==> src/rtl/cpu_pkg.sv <==
// Shared CPU definitions: datapath widths, the x0 register address,
// the writeback result-source encoding and the staged-write record.
package cpu_pkg;

   localparam int XLEN       = 32;
   localparam int REG_ADDR_W = 5;

   typedef logic [XLEN-1:0]       xlen_t;
   typedef logic [REG_ADDR_W-1:0] reg_addr_t;

   localparam reg_addr_t X0_ADDR = '0;

   typedef enum logic [1:0] {
      SRC_NONE = 2'd0,
      SRC_LD   = 2'd1,
      SRC_ALU  = 2'd2
   } wb_src_e;

   typedef struct packed {
      logic      en;
      reg_addr_t addr;
      xlen_t     data;
   } wb_wr_t;

   // True when a is a real register (not x0) and names the same register as b.
   function automatic logic reg_match(input reg_addr_t a, input reg_addr_t b);
      return (a != X0_ADDR) && (a == b);
   endfunction

endpackage

==> src/rtl/wb_unit_if.sv <==
// Writeback-unit bus: ALU result handshake, load issue/response, decode hazard
// probe and register-file write port. Forwarding outputs exist only with WB_FWD_EN.
interface wb_unit_if;
   import cpu_pkg::*;

   // ALU handshake: a result transfers on a cycle where i_alu_vld and o_alu_rdy
   // are both high; the producer holds rd/data stable while vld waits for rdy.
   logic      i_alu_vld;
   logic      o_alu_rdy;
   reg_addr_t i_alu_rd;
   xlen_t     i_alu_data;

   logic      i_ld_issue;
   reg_addr_t i_ld_rd;
   logic      i_ld_vld;
   xlen_t     i_ld_data;
   logic      o_ld_full;

   reg_addr_t i_rs1;
   reg_addr_t i_rs2;
   reg_addr_t i_rd;
   logic      o_hazard;

   logic      o_wr_en;
   reg_addr_t o_wr_addr;
   xlen_t     o_wr_data;
   logic      o_err;

`ifdef WB_FWD_EN
   logic      o_fwd1_en;
   logic      o_fwd2_en;
`endif

   modport slave (
      input  i_alu_vld, i_alu_rd, i_alu_data,
      input  i_ld_issue, i_ld_rd, i_ld_vld, i_ld_data,
      input  i_rs1, i_rs2, i_rd,
      output o_alu_rdy, o_ld_full, o_hazard,
      output o_wr_en, o_wr_addr, o_wr_data, o_err
`ifdef WB_FWD_EN
      , output o_fwd1_en, o_fwd2_en
`endif
   );

   modport master (
      output i_alu_vld, i_alu_rd, i_alu_data,
      output i_ld_issue, i_ld_rd, i_ld_vld, i_ld_data,
      output i_rs1, i_rs2, i_rd,
      input  o_alu_rdy, o_ld_full, o_hazard,
      input  o_wr_en, o_wr_addr, o_wr_data, o_err
`ifdef WB_FWD_EN
      , input o_fwd1_en, o_fwd2_en
`endif
   );

endinterface

==> src/rtl/wb_unit_ld_tag_fifo.sv <==
// In-order FIFO of outstanding load destination tags; exposes every slot's
// valid bit and tag so the hazard logic can compare against all of them.
module ld_tag_fifo
   import cpu_pkg::*;
#(
   parameter int DEPTH = 2
) (
   input  logic                  clk,
   input  logic                  rst_n,
   input  logic                  push_i,
   input  reg_addr_t             push_tag_i,
   input  logic                  pop_i,
   output logic                  full_o,
   output logic                  empty_o,
   output reg_addr_t             head_tag_o,
   output logic [DEPTH-1:0]      vld_o,
   output reg_addr_t [DEPTH-1:0] tag_o
);

   localparam int PW = $clog2(DEPTH);
   localparam int CW = $clog2(DEPTH + 1);

   logic [PW-1:0]          wr_ptr_q, wr_ptr_d;
   logic [PW-1:0]          rd_ptr_q, rd_ptr_d;
   logic [CW-1:0]          cnt_q, cnt_d;
   logic [DEPTH-1:0]       vld_q, vld_d;
   reg_addr_t [DEPTH-1:0]  tag_q, tag_d;
   logic                   do_push, do_pop;

   assign full_o     = (cnt_q == CW'(DEPTH));
   assign empty_o    = (cnt_q == '0);
   assign head_tag_o = tag_q[rd_ptr_q];
   assign vld_o      = vld_q;
   assign tag_o      = tag_q;

   // A push into a full FIFO is only legal when the head leaves the same cycle.
   assign do_pop  = pop_i && !empty_o;
   assign do_push = push_i && (!full_o || do_pop);

   always_comb begin
      wr_ptr_d = wr_ptr_q;
      rd_ptr_d = rd_ptr_q;
      cnt_d    = cnt_q;
      vld_d    = vld_q;
      tag_d    = tag_q;
      if (do_pop) begin
         vld_d[rd_ptr_q] = 1'b0;
         rd_ptr_d        = rd_ptr_q + PW'(1);
      end
      // Push after pop so a full-FIFO swap re-validates the recycled slot.
      if (do_push) begin
         vld_d[wr_ptr_q] = 1'b1;
         tag_d[wr_ptr_q] = push_tag_i;
         wr_ptr_d        = wr_ptr_q + PW'(1);
      end
      case ({do_push, do_pop})
         2'b10:   cnt_d = cnt_q + CW'(1);
         2'b01:   cnt_d = cnt_q - CW'(1);
         default: cnt_d = cnt_q;
      endcase
   end

   always_ff @(posedge clk or negedge rst_n) begin
      if (!rst_n) begin
         wr_ptr_q <= '0;
         rd_ptr_q <= '0;
         cnt_q    <= '0;
         vld_q    <= '0;
         tag_q    <= '0;
      end else begin
         wr_ptr_q <= wr_ptr_d;
         rd_ptr_q <= rd_ptr_d;
         cnt_q    <= cnt_d;
         vld_q    <= vld_d;
         tag_q    <= tag_d;
      end
   end

endmodule

==> src/rtl/wb_unit.sv <==
// Writeback unit: arbitrates load responses over ALU results into one staged
// register-file write and raises decode hazards. WB_FWD_EN adds forward enables.
module wb_unit
   import cpu_pkg::*;
#(
   parameter int LD_DEPTH = 2
) (
   input logic      clk,
   input logic      rst_n,
   wb_unit_if.slave bus
);

   logic                     fifo_full, fifo_empty;
   reg_addr_t                fifo_head;
   logic [LD_DEPTH-1:0]      ent_vld;
   reg_addr_t [LD_DEPTH-1:0] ent_tag;

   logic    ld_pop, ld_push, alu_acc;
   logic    issue_drop, resp_drop;
   wb_src_e src;
   wb_wr_t  wr_q, wr_d;
   logic    err_q, err_d;
   logic    fifo_hit, stg1_hit, stg2_hit;

   // Load responses cannot be back-pressured, so they always win the write port.
   assign bus.o_alu_rdy = !bus.i_ld_vld;
   assign alu_acc       = bus.i_alu_vld && !bus.i_ld_vld;

   assign ld_pop     = bus.i_ld_vld && !fifo_empty;
   assign resp_drop  = bus.i_ld_vld && fifo_empty;
   assign ld_push    = bus.i_ld_issue && (!fifo_full || bus.i_ld_vld);
   assign issue_drop = bus.i_ld_issue && fifo_full && !bus.i_ld_vld;

   ld_tag_fifo #(
      .DEPTH(LD_DEPTH)
   ) u_ld_tag_fifo (
      .clk        (clk),
      .rst_n      (rst_n),
      .push_i     (ld_push),
      .push_tag_i (bus.i_ld_rd),
      .pop_i      (ld_pop),
      .full_o     (fifo_full),
      .empty_o    (fifo_empty),
      .head_tag_o (fifo_head),
      .vld_o      (ent_vld),
      .tag_o      (ent_tag)
   );

   assign bus.o_ld_full = fifo_full;

   always_comb begin
      src = SRC_NONE;
      if (ld_pop) begin
         src = SRC_LD;
      end else if (alu_acc) begin
         src = SRC_ALU;
      end
   end

   // Address/data follow every accepted result; x0 results only suppress the enable.
   always_comb begin
      wr_d    = wr_q;
      wr_d.en = 1'b0;
      case (src)
         SRC_LD: begin
            wr_d.addr = fifo_head;
            wr_d.data = bus.i_ld_data;
         end
         SRC_ALU: begin
            wr_d.addr = bus.i_alu_rd;
            wr_d.data = bus.i_alu_data;
         end
         default: ;
      endcase
      if (src != SRC_NONE) begin
         wr_d.en = (wr_d.addr != X0_ADDR);
      end
      err_d = err_q | issue_drop | resp_drop;
   end

   always_ff @(posedge clk or negedge rst_n) begin
      if (!rst_n) begin
         wr_q  <= '0;
         err_q <= 1'b0;
      end else begin
         wr_q  <= wr_d;
         err_q <= err_d;
      end
   end

   assign bus.o_wr_en   = wr_q.en;
   assign bus.o_wr_addr = wr_q.addr;
   assign bus.o_wr_data = wr_q.data;
   assign bus.o_err     = err_q;

   // Slot valid bits are registered, so the head popped this cycle still matches.
   always_comb begin
      fifo_hit = 1'b0;
      for (int i = 0; i < LD_DEPTH; i++) begin
         if (ent_vld[i] && (reg_match(bus.i_rs1, ent_tag[i]) ||
                            reg_match(bus.i_rs2, ent_tag[i]) ||
                            reg_match(bus.i_rd,  ent_tag[i]))) begin
            fifo_hit = 1'b1;
         end
      end
   end

   assign stg1_hit = wr_q.en && reg_match(bus.i_rs1, wr_q.addr);
   assign stg2_hit = wr_q.en && reg_match(bus.i_rs2, wr_q.addr);

`ifdef WB_FWD_EN
   assign bus.o_fwd1_en = stg1_hit;
   assign bus.o_fwd2_en = stg2_hit;
   assign bus.o_hazard  = fifo_hit;
`else
   assign bus.o_hazard  = fifo_hit || stg1_hit || stg2_hit;
`endif

endmodule

==> src/flat_wrapper.sv <==
// flat-port wrapper written by rule: the top's interface ports become plain ports
module wb_unit_flat import cpu_pkg::*;
#(
   parameter int LD_DEPTH = 2
)
  (clk, rst_n, bus_i_alu_vld, bus_i_alu_rd, bus_i_alu_data, bus_i_ld_issue, bus_i_ld_rd, bus_i_ld_vld, bus_i_ld_data, bus_i_rs1, bus_i_rs2, bus_i_rd, bus_o_alu_rdy, bus_o_ld_full, bus_o_hazard, bus_o_wr_en, bus_o_wr_addr, bus_o_wr_data, bus_o_err);
  wb_unit_if bus_i ();
  input logic clk;
  input logic rst_n;
  input wire logic [$bits(bus_i.i_alu_vld)-1:0] bus_i_alu_vld;
  input wire logic [$bits(bus_i.i_alu_rd)-1:0] bus_i_alu_rd;
  input wire logic [$bits(bus_i.i_alu_data)-1:0] bus_i_alu_data;
  input wire logic [$bits(bus_i.i_ld_issue)-1:0] bus_i_ld_issue;
  input wire logic [$bits(bus_i.i_ld_rd)-1:0] bus_i_ld_rd;
  input wire logic [$bits(bus_i.i_ld_vld)-1:0] bus_i_ld_vld;
  input wire logic [$bits(bus_i.i_ld_data)-1:0] bus_i_ld_data;
  input wire logic [$bits(bus_i.i_rs1)-1:0] bus_i_rs1;
  input wire logic [$bits(bus_i.i_rs2)-1:0] bus_i_rs2;
  input wire logic [$bits(bus_i.i_rd)-1:0] bus_i_rd;
  output wire logic [$bits(bus_i.o_alu_rdy)-1:0] bus_o_alu_rdy;
  output wire logic [$bits(bus_i.o_ld_full)-1:0] bus_o_ld_full;
  output wire logic [$bits(bus_i.o_hazard)-1:0] bus_o_hazard;
  output wire logic [$bits(bus_i.o_wr_en)-1:0] bus_o_wr_en;
  output wire logic [$bits(bus_i.o_wr_addr)-1:0] bus_o_wr_addr;
  output wire logic [$bits(bus_i.o_wr_data)-1:0] bus_o_wr_data;
  output wire logic [$bits(bus_i.o_err)-1:0] bus_o_err;
  assign bus_i.i_alu_vld = bus_i_alu_vld;
  assign bus_i.i_alu_rd = bus_i_alu_rd;
  assign bus_i.i_alu_data = bus_i_alu_data;
  assign bus_i.i_ld_issue = bus_i_ld_issue;
  assign bus_i.i_ld_rd = bus_i_ld_rd;
  assign bus_i.i_ld_vld = bus_i_ld_vld;
  assign bus_i.i_ld_data = bus_i_ld_data;
  assign bus_i.i_rs1 = bus_i_rs1;
  assign bus_i.i_rs2 = bus_i_rs2;
  assign bus_i.i_rd = bus_i_rd;
  assign bus_o_alu_rdy = bus_i.o_alu_rdy;
  assign bus_o_ld_full = bus_i.o_ld_full;
  assign bus_o_hazard = bus_i.o_hazard;
  assign bus_o_wr_en = bus_i.o_wr_en;
  assign bus_o_wr_addr = bus_i.o_wr_addr;
  assign bus_o_wr_data = bus_i.o_wr_data;
  assign bus_o_err = bus_i.o_err;
  wb_unit #(.LD_DEPTH(LD_DEPTH)) u_core (.clk(clk), .rst_n(rst_n), .bus(bus_i));
endmodule
==> config.mk <==
export PLATFORM = sky130hd
export DESIGN_NAME = wb_unit_flat
export DESIGN_NICKNAME = d
export VERILOG_FILES = /design/src/rtl/cpu_pkg.sv /design/src/rtl/wb_unit_if.sv /design/src/rtl/wb_unit_ld_tag_fifo.sv /design/src/rtl/wb_unit.sv /design/src/flat_wrapper.sv
export SDC_FILE = /design/constraint.sdc
export NUM_CORES = 1
export LEC_CHECK = 0
export ABC_AREA = 1
export CORE_ASPECT_RATIO = 0.7
export CORE_MARGIN = 1
export CORE_UTILIZATION = 35
export CTS_BUF_LIST = sky130_fd_sc_hd__clkbuf_2
export DETAILED_ROUTE_END_ITERATION = 8
export PLACE_DENSITY = 0.77
export REMOVE_ABC_BUFFERS = 1
export SYNTH_ARGS = -nofsm -noshare
export SYNTH_HDL_FRONTEND = slang
export SYNTH_SLANG_ARGS = --single-unit
export TNS_END_PERCENT = 20
==> constraint.sdc <==
create_clock -name clk -period 4.2 [get_ports clk]
set_input_delay 1.26 -clock clk [delete_from_list [all_inputs] [get_ports clk]]
set_output_delay 1.26 -clock clk [all_outputs]
set_load 0.05 [all_outputs]
# Word-level counts from Yosys, hierarchy flattened
# Cells that the tools add are included.
dict set report totals {
  ff_bits 55
  in_bits 94
  output_inout_bits 42
  elab_cells 95
}
dict set report classes {
  addsub 4
  magnitude_cmp 4
  n_eq_ne 13
  n_mux 18
  bitwise_logic 5
  reduce_logical 41
}
# operator n
set ops {}
lappend ops {{$pmux 37 s2} 1}
lappend ops {{$eq 5x5->1} 8}
lappend ops {{$logic_and 1x1->1} 22}
lappend ops {{$reduce_bool 5->1} 4}
lappend ops {{$mux 5} 3}
lappend ops {{$bwmux 10} 1}
lappend ops {{$logic_or 1x1->1} 8}
lappend ops {{$mux 2} 4}
lappend ops {{$eq 2x2->1 const B} 3}
lappend ops {{$reduce_bool 2->1} 3}
lappend ops {{$demux 5 s1} 1}
lappend ops {{$mux 1} 5}
lappend ops {{$eq 2x1->1 const B} 2}
lappend ops {{$lt 1x2->1 const B} 2}
lappend ops {{$pmux 2 s2} 1}
lappend ops {{$logic_not 1->1} 3}
lappend ops {{$add 1x1->1 const B} 2}
lappend ops {{$add 2x1->2 const B} 1}
lappend ops {{$and 2x2->2} 1}
lappend ops {{$demux 1 s1} 2}
lappend ops {{$ge 1x1->1 const B} 2}
lappend ops {{$logic_not 2->1} 1}
lappend ops {{$not 2->2} 1}
lappend ops {{$or 1x1->1} 2}
lappend ops {{other kinds (2)} 2}

# Logic depth before layout (Yosys ltp)
dict set report depth {
  depth_word 9
  ltp_mapped 11
}

# Modules after synthesis
# From an unflattened synthesis, not the netlist that was laid out.
dict set report hier_totals {
  hier_cells 428
  hier_area_um2 3145.5
}
# module n_inst cells_each area_per_inst_um2 seq_area_each_um2
set modules_own_cells {}
lappend modules_own_cells {wb_unit 1 335 2371.0 975.9}
lappend modules_own_cells {ld_tag_fifo 1 93 774.5 400.4}

# Worst setup path before layout
# Ideal clock, no wire load.
dict set report synth_timing {
  path_type {input-to-output}
  from {input bus_i_rs1[3]}
  to {output bus_o_hazard}
  arrival_ns 2.146
  required_ns 2.940
  path_slack_ns 0.794
  path_stages 8
  path_buffers 0
  path_cell_list {nor2_1 -> nand2_1 -> nor2_1 -> nor2_1 -> nand2_1 -> nand3_1 -> nand2_1 -> nand3_1}
}
dict set report synth_between {
  elab_chain_len 9
  word_cells_on_any_way 18
  classes_between {eq/ne: 3; mux: 2; reduce/logical: 13}
}
# element line
set synth_lines {}
lappend synth_lines {{from (decl)} flat_wrapper.sv:17} ;# input wire logic [$bits(bus_i.i_rs1)-1:0] bus_i_rs1;
lappend synth_lines {{$eq 5x5->1 or $reduce_bool 5->1 (tied branches)} cpu_pkg.sv:27} ;# return (a != X0_ADDR) && (a == b);
lappend synth_lines {{$logic_and 1x1->1} cpu_pkg.sv:27}
lappend synth_lines {{$logic_or 1x1->1} wb_unit.sv:100} ;# if (ent_vld[i] && (reg_match(bus.i_rs1, ent_tag[i]) ||
lappend synth_lines {{$logic_or 1x1->1} wb_unit.sv:101} ;# reg_match(bus.i_rs2, ent_tag[i]) ||
lappend synth_lines {{$logic_and 1x1->1} wb_unit.sv:100}
lappend synth_lines {{$mux 1 (2 in a row)} wb_unit.sv:100}
lappend synth_lines {{$logic_or 1x1->1 (*) (2 in a row)} wb_unit.sv:116} ;# assign bus.o_hazard = fifo_hit || stg1_hit || stg2_hit;
lappend synth_lines {{to (decl)} flat_wrapper.sv:22} ;# output wire logic [$bits(bus_i.o_hazard)-1:0] bus_o_hazard;
# Every way passes the cells marked *; elsewhere a longest branch is shown, timed or not.

# Worst setup path after layout
dict set report layout_timing {
  from {input bus_i_rs1[1]}
  to {output bus_o_hazard}
}
# The elaborated chain is that of the path after synthesis.

==> impl_metrics.toml <==
[synthesis]
synth_warnings = 0
synthDistinctLibCells = 26
synth_xor_area_frac = 0.0918
synthMuxAreaShare = 0
async_flop_share = 1.00
ys.flop_type = "dfrtp_1"
synth-seq-area-share = 0.437
synth_edf_count = 0
synth_fa_ha_area_frac = 0.00397
synth_top_family_by_area = "simple AND/OR/NAND/NOR gates"
synth_area_um2 = 3150
avgSynthCellArea_um2 = 7.27
synthSimpleGateAreaFrac = 0.352
synth-seq-cells = 55
synth-compound-area-share = 0.0382
netlist_instances = 433

[power_and_ir_drop]
p_leak_uw = 0.00221
powerDensity_nw_per_um2 = 625
peakVddDrop_mv = 0.270

[clocking]
htree_levels = 2
clk_latency_ps = 460
tritoncts = "done"
post_cts_resized = 0
cts.clk_slew.worst_paths_ps = 280
clock_path_buffers = 2
clock_sinks = 55
hold_buffers = 0
root_buffer = "clkbuf_2"
cts_setup_buffers = 0
cts_made_buffers = 5

[placed_design]
hpwl_um = 7270
dp.cells = 670
place_ws_ps = 227
place_area_um2 = 4560
portBuffers = 135
place_congestion = 0.873

[global_routing]
grt_pass1_wl_um = 14600
antenna_found_initial = 0
grt_max_degree = 40
grt_pass1_vias = 2951
grt_overflow_total = 0
grtUsageTotal = 0.204

[floorplanning]
initial_core_util = 0.367
fp-row-count = 28
ios = 136
dieHeight_um = 81.3
core-area_um2 = 8580
die_x_um = 115
die_area_um2 = 9380

[final_layout]
layout.nets = 652
final_cell_area_um2 = 4630
antenna_cells = 0
final_util = 0.540
final_cell_mix = "nand2_1 (176), clkdlybuf4s50_1 (132), dfrtp_1 (55), nand3_1 (44), nor2_1 (33)"
final_common_cell = "nand2_1"
fin_cells = 678
syn_to_final_growth_pct = 47.2
drive_above_1_share = 0.0627

[routing]
ant_nets = 0
num_vias = 3078
drc = 0
firstDrtPassIters = 4
vias_per_cell = 4.54
routedWlPerCell_um = 13.7
drtIter0Drc = 171
routed_wl_um = 9320

[timing]
grt_setup_unrepaired = "false"
hold_viol = 0
finalSetupViolations = 0
fmax_mhz = 249
fin_worst_skew_ps = 45.3
finalMaxSlewViolations = 0
min_period_over_period = 0.955
fin_ws_ps = 189
worst_pin_slew_ps = 705
setup_tns_ps = 0
maxSlewHeadroom = 0.529
fin_crit_ps = 4010

[flow_run]
cap_violations = 0

[hold_path]
hp-class = "reg -> reg"

[setup_path]
cp_num_buf_inv = 2
path_cells = "clkdlybuf4s50_1 -> nor2_1 -> nand2_1 -> nor2_1 -> nor2_1 -> nand2_1 -> nand3_1 -> nand2_1 -> nand3_1 -> buf_12"
required_ps = 2940
crit_type = "in -> out"
cp.arrival_ps = 2750
crit_slowest_cell = "clkdlybuf4s50_1"
max_stage_delay_ps = 490
path_delay_family = "simple AND/OR/NAND/NOR gates"
crit_path_end_kind = "output pin"
critPathLaunchType = "primary input"
path_max_fanout = 4

[outcome]
status = "completed"
-- final timing paths --
kind,startpoint,to,slack (ps),cells past startpoint
setup / recovery,bus_i_rs1[1],bus_o_hazard,190,10
hold / removal,u_core.bus.o_wr_data[22],u_core.bus.o_wr_data[22],520,2
setup reg to reg,u_core.u_ld_tag_fifo.cnt_q[0],u_core.u_ld_tag_fifo.cnt_q[1],2140,8
hold reg to reg,u_core.bus.o_wr_data[22],u_core.bus.o_wr_data[22],520,2
max in group asynchronous,rst_n,u_core.bus.o_wr_addr[4],2650,2
min in group asynchronous,rst_n,u_core.bus.o_wr_data[8],690,1
-- synth_stat cells (3+ instances only) --
library cell  count  area [um2]
inv_1            32         120
clkbuf_2          3        15.0
xnor2_1          14         123
o21ai_2           5        43.8
buf_2             8        40.0
nand3_1          44         220
xor2_1           19         166
clkbuf_1          6        22.5
nor2_1           33         124
nand2_1         176         661
nand2_2           9        56.3
o21ai_0          12        60.1
dfrtp_1          55        1380
inv_2             4        15.0
-- power breakdown --
part | total (uW) | internal [uW] | switching [uW]
Combinational | 1620 | 608 | 1020
Clock | 290 | 108 | 183
Sequential | 980 | 727 | 253
-- metal layers --
layer  vias up  share of wire  track usage
met4         0         0.0091       0.0429
li1       1570              -            -
met1      1408           0.48        0.286
met5         -              0            0
met3         6          0.070       0.0388
met2        94           0.44        0.326
-- cells by family (layout without fill, tap and decap cells) --
logic type / after synthesis / count (layout)
AND/OR/NAND/NOR: 268 / 268
buffers and inverters: 56 / 181
flip-flops: 55 / 55
XOR/XNOR: 33 / 33
AO/OA/AOI/OAI: 20 / 20
adder cells (fa/ha/maj): 1 / 1
-- sequential cells by signal (all words and copies together), names as in the netlist --
name,cells
u_core.u_ld_tag_fifo.tag_o,10
u_core.bus.o_wr_en,1
u_core.bus.o_err,1
u_core.u_ld_tag_fifo.rd_ptr_q,1
u_core.u_ld_tag_fifo.cnt_q,2
u_core.u_ld_tag_fifo.wr_ptr_q,1
u_core.bus.o_wr_addr,5
u_core.u_ld_tag_fifo.vld_o,2
u_core.bus.o_wr_data,32
-- worst min-delay path, cell delays in order, from the launching register on --
cell and delay, ps:
dfrtp_1 410, nand2_1 50, nand3_1 50
-- area by class of cell --
cell class / instances / area (um2)
Fill cell: 812 / 3950
Multi-Input combinational cell: 322 / 1530
Sequential cell: 55 / 1380
Timing Repair Buffer: 137 / 1370
Tap cell: 120 / 150
Inverter: 36 / 135
Clock inverter: 3 / 50.0
Clock buffer: 5 / 25.0
-- stage by stage --
| step | hold slack [ps] | total power [uW] |
|---|---|---|
| after floorplan | 442 | 1980 |
| after global placement | 464 | 2590 |
| after detailed placement | 469 | 2620 |
| after CTS | 528 | 2920 |
| final | 521 | 2890 |
| after global routing | 547 | 3090 |
(Power assumes the default switching activity.)
